===== config.mk =====
export PLATFORM = sky130hd
export DESIGN_NAME = rst_seq_monitor
export DESIGN_NICKNAME = d
export VERILOG_FILES = /design/src/rtl/rst_seq_monitor.sv
export SDC_FILE = /design/constraint.sdc
export NUM_CORES = 1
export LEC_CHECK = 0
export CELL_PAD_IN_SITES_DETAIL_PLACEMENT = 1
export CELL_PAD_IN_SITES_GLOBAL_PLACEMENT = 1
export CORE_UTILIZATION = 42
export DETAILED_ROUTE_END_ITERATION = 6
export PLACE_DENSITY_LB_ADDON = 0.1
export SLEW_MARGIN = 20
export SYNTH_ARGS = -nofsm -noshare
export SYNTH_HDL_FRONTEND = slang
export SYNTH_SLANG_ARGS = --single-unit

===== constraint.sdc =====
create_clock -name clk -period 3.1 [get_ports clk]
set_clock_uncertainty 0.05 [all_clocks]
set_input_delay 0.93 -clock clk [delete_from_list [all_inputs] [get_ports clk]]
set_output_delay 0.93 -clock clk [all_outputs]
set_load 0.005 [all_outputs]

===== src/rtl/rst_seq_monitor.sv =====
// rst_seq_monitor
//   Watches the five staged reset/enable lines of the pipeline and checks that
//   they are released in the order mem, pe, 3b3, 2b2, disp, with at least
//   MIN_DWELL cycles between consecutive releases. A legal release advances the
//   phase and pulses the matching start_* output. An illegal event parks the
//   block in PERR and records the first cause.
//
// Ports
//   clk                      system clock, rising edge
//   rst                      asynchronous active-low reset
//   rst_mem/pe/3b3/2b2       stage resets, high = held
//   rst_disp                 display enable, low = held
//   start_*                  one-cycle pulse on legal release of that stage
//   phase                    0..5 = P0..P5, 7 = PERR
//   dwell_cnt                cycles spent in the current phase (saturating)
//   last_dwell               dwell of the most recently completed phase
//   all_done                 high while in P5
//   seq_err                  sticky error flag
//   err_code                 first cause: 1 too soon, 2 out of order, 3 re-assert
module rst_seq_monitor #(
  parameter int unsigned MIN_DWELL = 20,
  parameter int unsigned CNT_W     = 16
) (
  input  logic             clk,
  input  logic             rst,
  input  logic             rst_mem,
  input  logic             rst_pe,
  input  logic             rst_3b3,
  input  logic             rst_2b2,
  input  logic             rst_disp,
  output logic             start_mem,
  output logic             start_pe,
  output logic             start_3b3,
  output logic             start_2b2,
  output logic             start_disp,
  output logic [2:0]       phase,
  output logic [CNT_W-1:0] dwell_cnt,
  output logic [CNT_W-1:0] last_dwell,
  output logic             all_done,
  output logic             seq_err,
  output logic [1:0]       err_code
);

  typedef enum logic [2:0] {
    P0   = 3'd0,
    P1   = 3'd1,
    P2   = 3'd2,
    P3   = 3'd3,
    P4   = 3'd4,
    P5   = 3'd5,
    PERR = 3'd7
  } phase_t;

  // Capture register bit order: {disp, 2b2, 3b3, pe, mem}; all-held value.
  localparam logic [4:0]       CAP_HELD    = 5'b01111;
  localparam logic [CNT_W-1:0] MIN_DWELL_C = CNT_W'(MIN_DWELL);

  phase_t     state;
  phase_t     nxt_state;
  phase_t     adv_state;
  logic [4:0] cap;
  logic [4:0] rel;
  logic [4:0] exp_mask;
  logic [4:0] nxt_bit;
  logic [4:0] early;
  logic [4:0] start_q;
  logic [4:0] start_nxt;
  logic [1:0] cause;
  logic       chg;

  // Released flags in release order, bit 0 = mem ... bit 4 = disp.
  assign rel = {cap[4], ~cap[3:0]};

  // exp_mask holds the stages that must already be released in this phase;
  // anything released beyond it is either the single legal next stage or an
  // ordering error. Checks run from highest to lowest priority so the first
  // matching cause wins.
  always_comb begin
    exp_mask  = '0;
    nxt_bit   = '0;
    adv_state = PERR;
    case (state)
      P0: begin exp_mask = 5'b00000; nxt_bit = 5'b00001; adv_state = P1; end
      P1: begin exp_mask = 5'b00001; nxt_bit = 5'b00010; adv_state = P2; end
      P2: begin exp_mask = 5'b00011; nxt_bit = 5'b00100; adv_state = P3; end
      P3: begin exp_mask = 5'b00111; nxt_bit = 5'b01000; adv_state = P4; end
      P4: begin exp_mask = 5'b01111; nxt_bit = 5'b10000; adv_state = P5; end
      P5: begin exp_mask = 5'b11111; nxt_bit = 5'b00000; adv_state = P5; end
      default: ;
    endcase

    early     = rel & ~exp_mask;
    cause     = 2'd0;
    nxt_state = state;
    start_nxt = '0;
    chg       = 1'b0;

    if (state == PERR) begin
      if (rel == '0) begin
        nxt_state = P0;
        chg       = 1'b1;
      end
    end else if ((exp_mask & ~rel) != '0) begin
      cause = 2'd3;
    end else if ((early != '0) && (early != nxt_bit)) begin
      cause = 2'd2;
    end else if (early != '0) begin
      if ((state != P0) && (dwell_cnt < MIN_DWELL_C)) begin
        cause = 2'd1;
      end else begin
        nxt_state = adv_state;
        start_nxt = nxt_bit;
        chg       = 1'b1;
      end
    end

    if (cause != 2'd0) begin
      nxt_state = PERR;
      chg       = 1'b1;
    end
  end

  always_ff @(posedge clk or negedge rst) begin
    if (!rst) begin
      state      <= P0;
      cap        <= CAP_HELD;
      start_q    <= '0;
      dwell_cnt  <= '0;
      last_dwell <= '0;
      all_done   <= 1'b0;
      seq_err    <= 1'b0;
      err_code   <= 2'd0;
    end else begin
      cap      <= {rst_disp, rst_2b2, rst_3b3, rst_pe, rst_mem};
      state    <= nxt_state;
      start_q  <= start_nxt;
      all_done <= (nxt_state == P5);

      if (chg) begin
        last_dwell <= dwell_cnt;
        dwell_cnt  <= CNT_W'(1);
      end else if (dwell_cnt != '1) begin
        dwell_cnt <= dwell_cnt + 1'b1;
      end

      if (cause != 2'd0) begin
        seq_err <= 1'b1;
        if (err_code == 2'd0) begin
          err_code <= cause;
        end
      end
    end
  end

  assign phase      = state;
  assign start_mem  = start_q[0];
  assign start_pe   = start_q[1];
  assign start_3b3  = start_q[2];
  assign start_2b2  = start_q[3];
  assign start_disp = start_q[4];

endmodule

## Yosys cells after proc, flatten, opt, wreduce, memory -nomap -nowiden

Index checks and enable logic that the tools add are counted.
W data, S select, Z words.

- Output and inout port bits: 44
- Input port bits: 7
- Flip-flop bits (word level): 49
- Logic and storage cells: 65

- Bitwise logic cells: 5
- Add/sub/neg operators: 1
- Mux-type cells: 29
- Equal/unequal tests: 9
- Reductions and logical operators: 12
- Magnitude comparators: 1

Operators with widths:

| kind | count |
|---|---|
| $pmux W5 S5 | 2 |
| $mux W16 | 2 |
| $mux W5 | 5 |
| $mux W3 | 7 |
| $add A16 B1 Y16 const B | 1 |
| $lt A16 B5 Y1 const B | 1 |
| $ne A16 B16 Y1 const B | 1 |
| $pmux W3 S5 | 1 |
| $eq A3 B3 Y1 const B | 4 |
| $and A5 B5 Y5 | 2 |
| $not A5 Y5 | 2 |
| $reduce_bool A5 Y1 | 2 |
| $mux W1 | 9 |
| $eq A3 B2 Y1 const B | 2 |
| $mux W2 | 3 |
| $logic_not A5 Y1 | 1 |
| $ne A5 B5 Y1 | 1 |
| $not A4 Y4 | 1 |
| $reduce_bool A2 Y1 | 2 |
| $eq A3 B1 Y1 const B | 1 |
| $logic_not A3 Y1 | 1 |
| $reduce_bool A3 Y1 | 1 |
| $logic_and A1 B1 Y1 | 2 |
| $logic_not A2 Y1 | 1 |
| 2 further kinds | 2 |

## Logic depth before layout (Yosys ltp)

Gate-level depths: netlist (run 1).

- Word-level depth: 12
- Depth in mapped cells: 9
- Depth with buffers taken out: 8

## Least setup slack after synthesis (run 1)

Ideal clock, no wire load.

- Path type: reg2reg
- From: reg state[2] (netlist: phase[2])
- To: reg all_done
- Setup time: 0.080 ns
- Setup slack: 1.022 ns
- Data required time: 2.970 ns
- Clock period less this slack: 2.078 ns
- Data arrival time: 1.948 ns
- Cell stages (with the launch flop): 8
- Path buffers: 0
- Path through: dfrtp_1 > nand2b_1 > o211ai_2 > o2111ai_2 > nand4bb_4 > o211a_1 > or3_4 > nor3b_2

- Cells in the longest elaborated chain, start to end: 12
- Elaborated cells on any way between the ends: 34
- Those cells by class: eq/ne (8); mux (15); bitwise (3); reduce/logical (8)

Ends and longest elaborated chain:

| item | line | source |
|---|---|---|
| from (decl) | 58 | `phase_t state;` |
| from (signal assigned) | 135 | `state <= nxt_state;` |
| $eq A3 B3 Y1, or another cell as far along | 82 | `case (state)` |
| $pmux W5 S5 | 82 |  |
| $not A5 Y5 | 92 | `early = rel & ~exp_mask;` |
| $and A5 B5 Y5 | 92 |  |
| $reduce_bool A5 Y1 or $ne A5 B5 Y1 (tied branches) | 105, 107 |  |
| $mux W1 or $logic_and A1 B1 Y1 (tied branches) | 107, 105 |  |
| $mux W2 | 105 | `end else if ((early != '0) && (early != nxt_bit)) begin` |
| $mux W2 | 103 | `end else if ((exp_mask & ~rel) != '0) begin` |
| $mux W2 | 98 | `if (state == PERR) begin` |
| $reduce_bool A2 Y1 | 117 | `if (cause != 2'd0) begin` |
| $mux W3 (*) | 117 |  |
| named net nxt_state[1] | 59 | `phase_t nxt_state;` |
| $eq A3 B3 Y1 (*) | 137 | `all_done <= (nxt_state == P5);` |
| to (signal assigned) | 137 |  |
| to (decl) | 39 | `output logic all_done,` |

Mark *: on every way through the listed nets, which the timed path passes. The rest lies on a longest branch.
A chain may end at the register's enable or synchronous reset.

## Final worst setup path (run 1)

- From: reg state[2] (netlist: phase[2])
- To: out phase[2]

RTL lines:

| item | line | source |
|---|---|---|
| to (decl) | 36 | `output logic [2:0] phase,` |

No word-level cell between the ends.

==> results.cfg, run 1 <==
[drt]
vias = 1762
drtIter0Drc = 68
drc = 0
via_per_inst = 5.34
wl_per_cell_um = 16.0
drtAntennaViolNets = 0
drt_pre_antenna_iters = 4
drt-total-wl_um = 5280

[clocking]
cts_sinks = 49
ctsLongestPathBuffers = 2
clkLatencyLatePin_ns = 0.31
cts-resized-gates = 0
clk_pin_slew_ns = 0.09
cts_buffers = 5
cts_max_level = 2
cts_tree = yes
post_cts.repair.setup_buffers = 0
root_buffer = clkbuf_8
hold_buffers = 0

[finish]
area_growth_syn_to_layout_pct = 27.6
fill_cells = 578
diodes = 0
finalInstanceArea_um2 = 2970
fin_nets = 267
final-seq-area_um2 = 1230
drive_above_1_share_pct = 20.0
multi_input_area_um2 = 1040

[setup_path]
r2r_cells = 7
cp.required_ns = 2.12
slowest_stage = dfrtp_1
path_class = reg2out
timing.rr.end = last_dwell[13]$_DFFE_PN0N_
critPathLaunchType = flop
path_max_fanout = 15
crit_buf_inv = 1
cp-end-kind = output port
r2r-start = phase[1]$_DFF_PN0_
max_stage_delay_ns = 0.66
cpLargestDelayFamily = flip-flops
reg2reg_slack_ns = 0.58
cp.arrival_ns = 1.57
cp_cell_sequence = clkdlybuf4s50_1

[floorplan]
coreArea_um2 = 5240
dieArea_um2 = 5850
start_util_pct = 44.5
die_h_um = 76.5
io_pins = 51
fp-row-count = 26
die_w_um = 76.5

[synthesis]
synth-edff-count = 0
synth_area_um2 = 2330
synth_mux_area_share_pct = 9.07
syn_inst = 206
ys_ff_latch = 49
synthArstFlopShare_pct = 100
synth_warnings = 0
synthDistinctLibCells = 48
syn_avg_cell_area_um2 = 11.3
synth-main-ff-cell = dfrtp_1
yosys.area.top_type = dfrtp_1
synth_compound_area_share_pct = 8.05
synth_nets = 214
synth_most_common_cell = dfrtp_1
synth_area_leaders = dfrtp_1 48%, mux2_2 8.2%, nor2_1 4.8%
yosys.area.top_type_share_pct = 48.3
synth_top_family_by_area = simple AND/OR/NAND/NOR gates
synth_fa_ha_area_share_pct = 0.537
synth-xor-area-share_pct = 4.51
synth_commonest_cells = 45 x dfrtp_1, 30 x nor2_1, 17 x mux2_2
post_synth_and_or_nand_nor_area_fraction_pct = 22.4
synth.yosys.seq_area_share_pct = 52.8

[flow_run]
drv_cap = 0

[min_path]
holdPathEnd = seq_err$_DFFE_PN0P_
hp-start = seq_err$_DFFE_PN0P_
min_path_cells = 1
hold_class = reg2reg

[sta]
period_minus_slack_ns = 2.55
rsz0062_at_grt = false
finalSetupViolCount = 0
slew_headroom_pct = 57.7
worst_slew_pin_slew_ns = 0.634
finalCritPeriodShare_pct = 82.2
fmax_mhz = 393
fin_setup_tns_ns = 0
hold_viol = 0
finalMaxSlewViolations = 0

[placed_design]
io_buffers = 50
place_area_um2 = 2880
gp_congestion = 0.812
hpwlAfterDp_um = 3620

[pwr]
p_leak_nw = 1.27
power_density_nw_per_um2 = 734
peakVddDrop_v = 0.000422
power.total_mw = 2.18

[global_routing]
grt_util_all_layers_pct = 20.0
antenna_found_initial = 0
grt_pass1_vias = 1890
grt_pass1_wl_um = 9230
grt_max_degree = 50
grt.overflow.total = 0

[status]
outcome = complete, no violations
## placed cells by master (no fill, tap or decap), types with 2 or more instances in the layout
master,instances
o21ai_0,4
o21ai_2,3
inv_1,3
and3_2,2
clkbuf_8,6
nand2_1,8
nand2b_1,4
or3_1,2
nor4_1,2
nor3_1,6
clkdlybuf4s50_1,49
nor2_1,30
dfstp_2,4
nand4_1,3
and3_1,6
mux2i_1,2
mux2_2,17
o22ai_1,2
a21boi_0,2
buf_4,2
dfrtp_1,45
xnor2_1,7
a21oi_1,4
nand3_1,12
or2_2,4
xor2_1,5
## sequential cells by signal, summed over array words and instances (netlist names)
register	count
dwell_cnt	16
err_code	2
seq_err	1
phase	3
start_q	5
cap	5
all_done	1
last_dwell	16
## layer usage
metal	GRT usage (%)	up-vias	part of all wire (%)
met5	0	-	0
met4	6.92	0	1.5
met3	3.23	8	2.7
met2	36.2	29	52
met1	24.0	899	44
li1	-	826	-
## how the worst max path moves through the flow
stage	to	from	cells after the start	slack [ns]
finish	phase[2]	phase[2]$_DFF_PN0_	1	0.55
CTS	last_dwell[13]$_DFFE_PN0N_	phase[1]$_DFF_PN0_	7	0.55
global route	last_dwell[2]$_DFFE_PN0N_	phase[1]$_DFF_PN0_	7	0.38
global placement	all_done$_DFF_PN0_	phase[2]$_DFF_PN0_	7	0.63
floorplan	all_done$_DFF_PN0_	phase[2]$_DFF_PN0_	7	1.02
detailed placement	last_dwell[13]$_DFFE_PN0N_	phase[1]$_DFF_PN0_	7	0.60
## layout make-up
class | instances | area share (%)
clock inverter | 1 | 0.252
timing repair buffer | 52 | 17.2
tap | 70 | 2.94
sequential | 49 | 41.4
inverter | 3 | 0.379
clock buffer | 7 | 2.90
multi-input combinational | 148 | 35.0
## cells by family after synthesis
family,count (synthesis)
xor gates and xnor gates,12
buffers and inverters,9
adders and majority gates,1
AOI/OAI and AO/OA,25
and+or+nand+nor,91
muxes,19
DFF,49
## stage by stage
step | util (%) | worst slack (ns) | instances | hold WS [ns]
after floorplan | - | 1.02 | 206 | 0.415
after global placement | 55.0 | 0.635 | 322 | 0.404
after detailed placement | 55.0 | 0.595 | 322 | 0.408
after CTS | 56.8 | 0.547 | 330 | 0.428
after global routing | 56.8 | 0.379 | 330 | 0.450
final | 56.8 | 0.552 | 330 | 0.423
## where the power goes
part	switching (mW)	internal [mW]	leakage [nW]	total [mW]
combinational	0.488	0.456	0.598	0.945
sequential	0.118	0.719	0.631	0.837
clock	0.219	0.182	0.0445	0.400
No activity file was read; power rests on OpenSTA's default activity.
==> run 2, diff against run 1 <==
--- a/config.mk
+++ b/config.mk
@@ -7,7 +7,7 @@
 export LEC_CHECK = 0
 export CELL_PAD_IN_SITES_DETAIL_PLACEMENT = 1
 export CELL_PAD_IN_SITES_GLOBAL_PLACEMENT = 1
-export CORE_UTILIZATION = 42
+export CORE_UTILIZATION = 39
 export DETAILED_ROUTE_END_ITERATION = 6
 export PLACE_DENSITY_LB_ADDON = 0.1
 export SLEW_MARGIN = 20
==> constraint.sdc (replaced) <==
create_clock -name clk -period 2.62 [get_ports clk]
set_clock_uncertainty 0.05 [all_clocks]
set_input_delay 0.786 -clock clk [delete_from_list [all_inputs] [get_ports clk]]
set_output_delay 0.786 -clock clk [all_outputs]
set_load 0.005 [all_outputs]
==> run 2 against run 1 <==
Net effect: sequential power increased by 17%; utilization decreased by 3.5 points; setup slack worse by 0.30 ns; largest cell class unchanged.
==> results.cfg, run 2 (synthesized netlist as in run 1, its figures left out) <==
[finish]
diodes = 0
final_cell_mix = 49 x clkdlybuf4s50_1, 45 x dfrtp_1, 30 x nor2_1
area_growth_syn_to_layout_pct = 29.0
layout_commonest_cell = clkdlybuf4s50_1
drive_above_1_share_pct = 21.2
fin_nets = 271
top_regs = dwell_cnt x16, last_dwell x16

[setup_path]
crit_buf_inv = 1
timing.rr.end = all_done$_DFF_PN0_
cp-end-kind = output port
cp.required_ns = 1.78
max_stage_delay_ns = 0.64
r2r_cells = 7
slowest_stage = dfrtp_1
cpLargestDelayFamily = flip-flops
path_max_fanout = 15
path_class = reg2out
critPathLaunchType = flop
reg2reg_slack_ns = 0.26
r2r-start = phase[2]$_DFF_PN0_
cp.arrival_ns = 1.53
cp_cell_sequence = clkdlybuf4s50_1

[global_routing]
grt_pass1_vias = 1801
grt_util_all_layers_pct = 18.8
grt_use_met3_pct = 4.25
grt_max_degree = 32
grt_pass1_wl_um = 8900
met2_usage_pct = 31.4
use_met1_pct = 23.8
grt.overflow.total = 0
antenna_found_initial = 0
grt_busiest_layer = met2

[clocking]
cts_sinks = 49
cts_buffers = 5
cts_max_level = 2
cts_tree = yes
clkLatencyLatePin_ns = 0.30
ctsLongestPathBuffers = 2
post_cts.repair.setup_buffers = 0
root_buffer = clkbuf_8
hold_buffers = 0
cts-resized-gates = 0
clk_pin_slew_ns = 0.09

[placed_design]
hpwlAfterDp_um = 3740
io_buffers = 50
gp_congestion = 0.804

[flow_run]
drv_cap = 0

[pwr]
p_leak_nw = 1.30
peakVddDrop_v = 0.000654
power.total_mw = 2.66
power_density_nw_per_um2 = 883

[drt]
vias = 1754
drtAntennaViolNets = 0
via_per_inst = 5.22
wl_per_cell_um = 15.7
drt_pre_antenna_iters = 4
drtIter0Drc = 42
drc = 0
drt-total-wl_um = 5280

[min_path]
hold_class = reg2reg
holdPathEnd = seq_err$_DFFE_PN0P_
min_path_cells = 1
hp-start = seq_err$_DFFE_PN0P_

[floorplan]
coreArea_um2 = 5640
fp-row-count = 27
die_w_um = 79.3
start_util_pct = 41.3
io_pins = 51
die_h_um = 79.3
dieArea_um2 = 6290

[sta]
finalCritPeriodShare_pct = 90.4
period_minus_slack_ns = 2.37
fin_setup_tns_ns = 0
hold_viol = 0
finalSetupViolCount = 0
finalMaxSlewViolations = 0
rsz0062_at_grt = false
slew_headroom_pct = 57.6
worst_slew_pin_slew_ns = 0.636
fmax_mhz = 422

[status]
outcome = complete, no violations
run 2: report_power, final:
part	total, mW	switching (mW)	internal, mW
clock network	0.435	0.249	0.186
registers	0.977	0.127	0.851
logic	1.24	0.605	0.639
total	2.66	0.981	1.68
run 2: worst max path at each step:
stage                                   from                  to  cells past startpoint
after global routing      phase[2]$_DFF_PN0_  all_done$_DFF_PN0_                      7
after floorplan           phase[2]$_DFF_PN0_  all_done$_DFF_PN0_                      7
after CTS                 phase[0]$_DFF_PN0_            phase[0]                      1
final                     phase[0]$_DFF_PN0_            phase[0]                      1
after global placement    phase[2]$_DFF_PN0_  all_done$_DFF_PN0_                      7
after detailed placement  phase[2]$_DFF_PN0_  all_done$_DFF_PN0_                      7
run 2: area by class of cell:
type / count / area [um2]
repair buffers: 56 / 553
clock inverters: 2 / 10.0
well taps: 72 / 90.1
flip-flops and latches: 49 / 1230
fillers: 626 / 2630
multi-input cells: 148 / 1040
clock buffers: 6 / 72.6
inverters: 3 / 11.3
run 2: stage by stage:
| step | area, um2 | utilization [%] | hold WS [ns] | setup slack [ns] | std cells |
|---|---|---|---|---|---|
| after CTS | 3010 | 53.3 | 0.438 | 0.211 | 336 |
| after floorplan | 2330 | - | 0.415 | 0.542 | 206 |
| after global placement | 2930 | 51.9 | 0.404 | 0.329 | 328 |
| final | 3010 | 53.3 | 0.426 | 0.252 | 336 |
| after detailed placement | 2930 | 51.9 | 0.417 | 0.265 | 328 |
| after global routing | 3010 | 53.3 | 0.456 | 0.0804 | 336 |
run 2: per-layer routing:
metal | vias up | routed length, um
li1 | 831 | -
met1 | 884 | 2350
met2 | 32 | 2670
met3 | 7 | 181
met4 | 0 | 70
met5 | - | 0
==> run 3, diff against run 2 <==
--- a/config.mk
+++ b/config.mk
@@ -5,6 +5,7 @@
 export SDC_FILE = /design/constraint.sdc
 export NUM_CORES = 1
 export LEC_CHECK = 0
+export CAP_MARGIN = 0
 export CELL_PAD_IN_SITES_DETAIL_PLACEMENT = 1
 export CELL_PAD_IN_SITES_GLOBAL_PLACEMENT = 1
 export CORE_UTILIZATION = 39
==> results of run 3 <==
No change in the layout: final DEF, timing and power equal those of run 2.
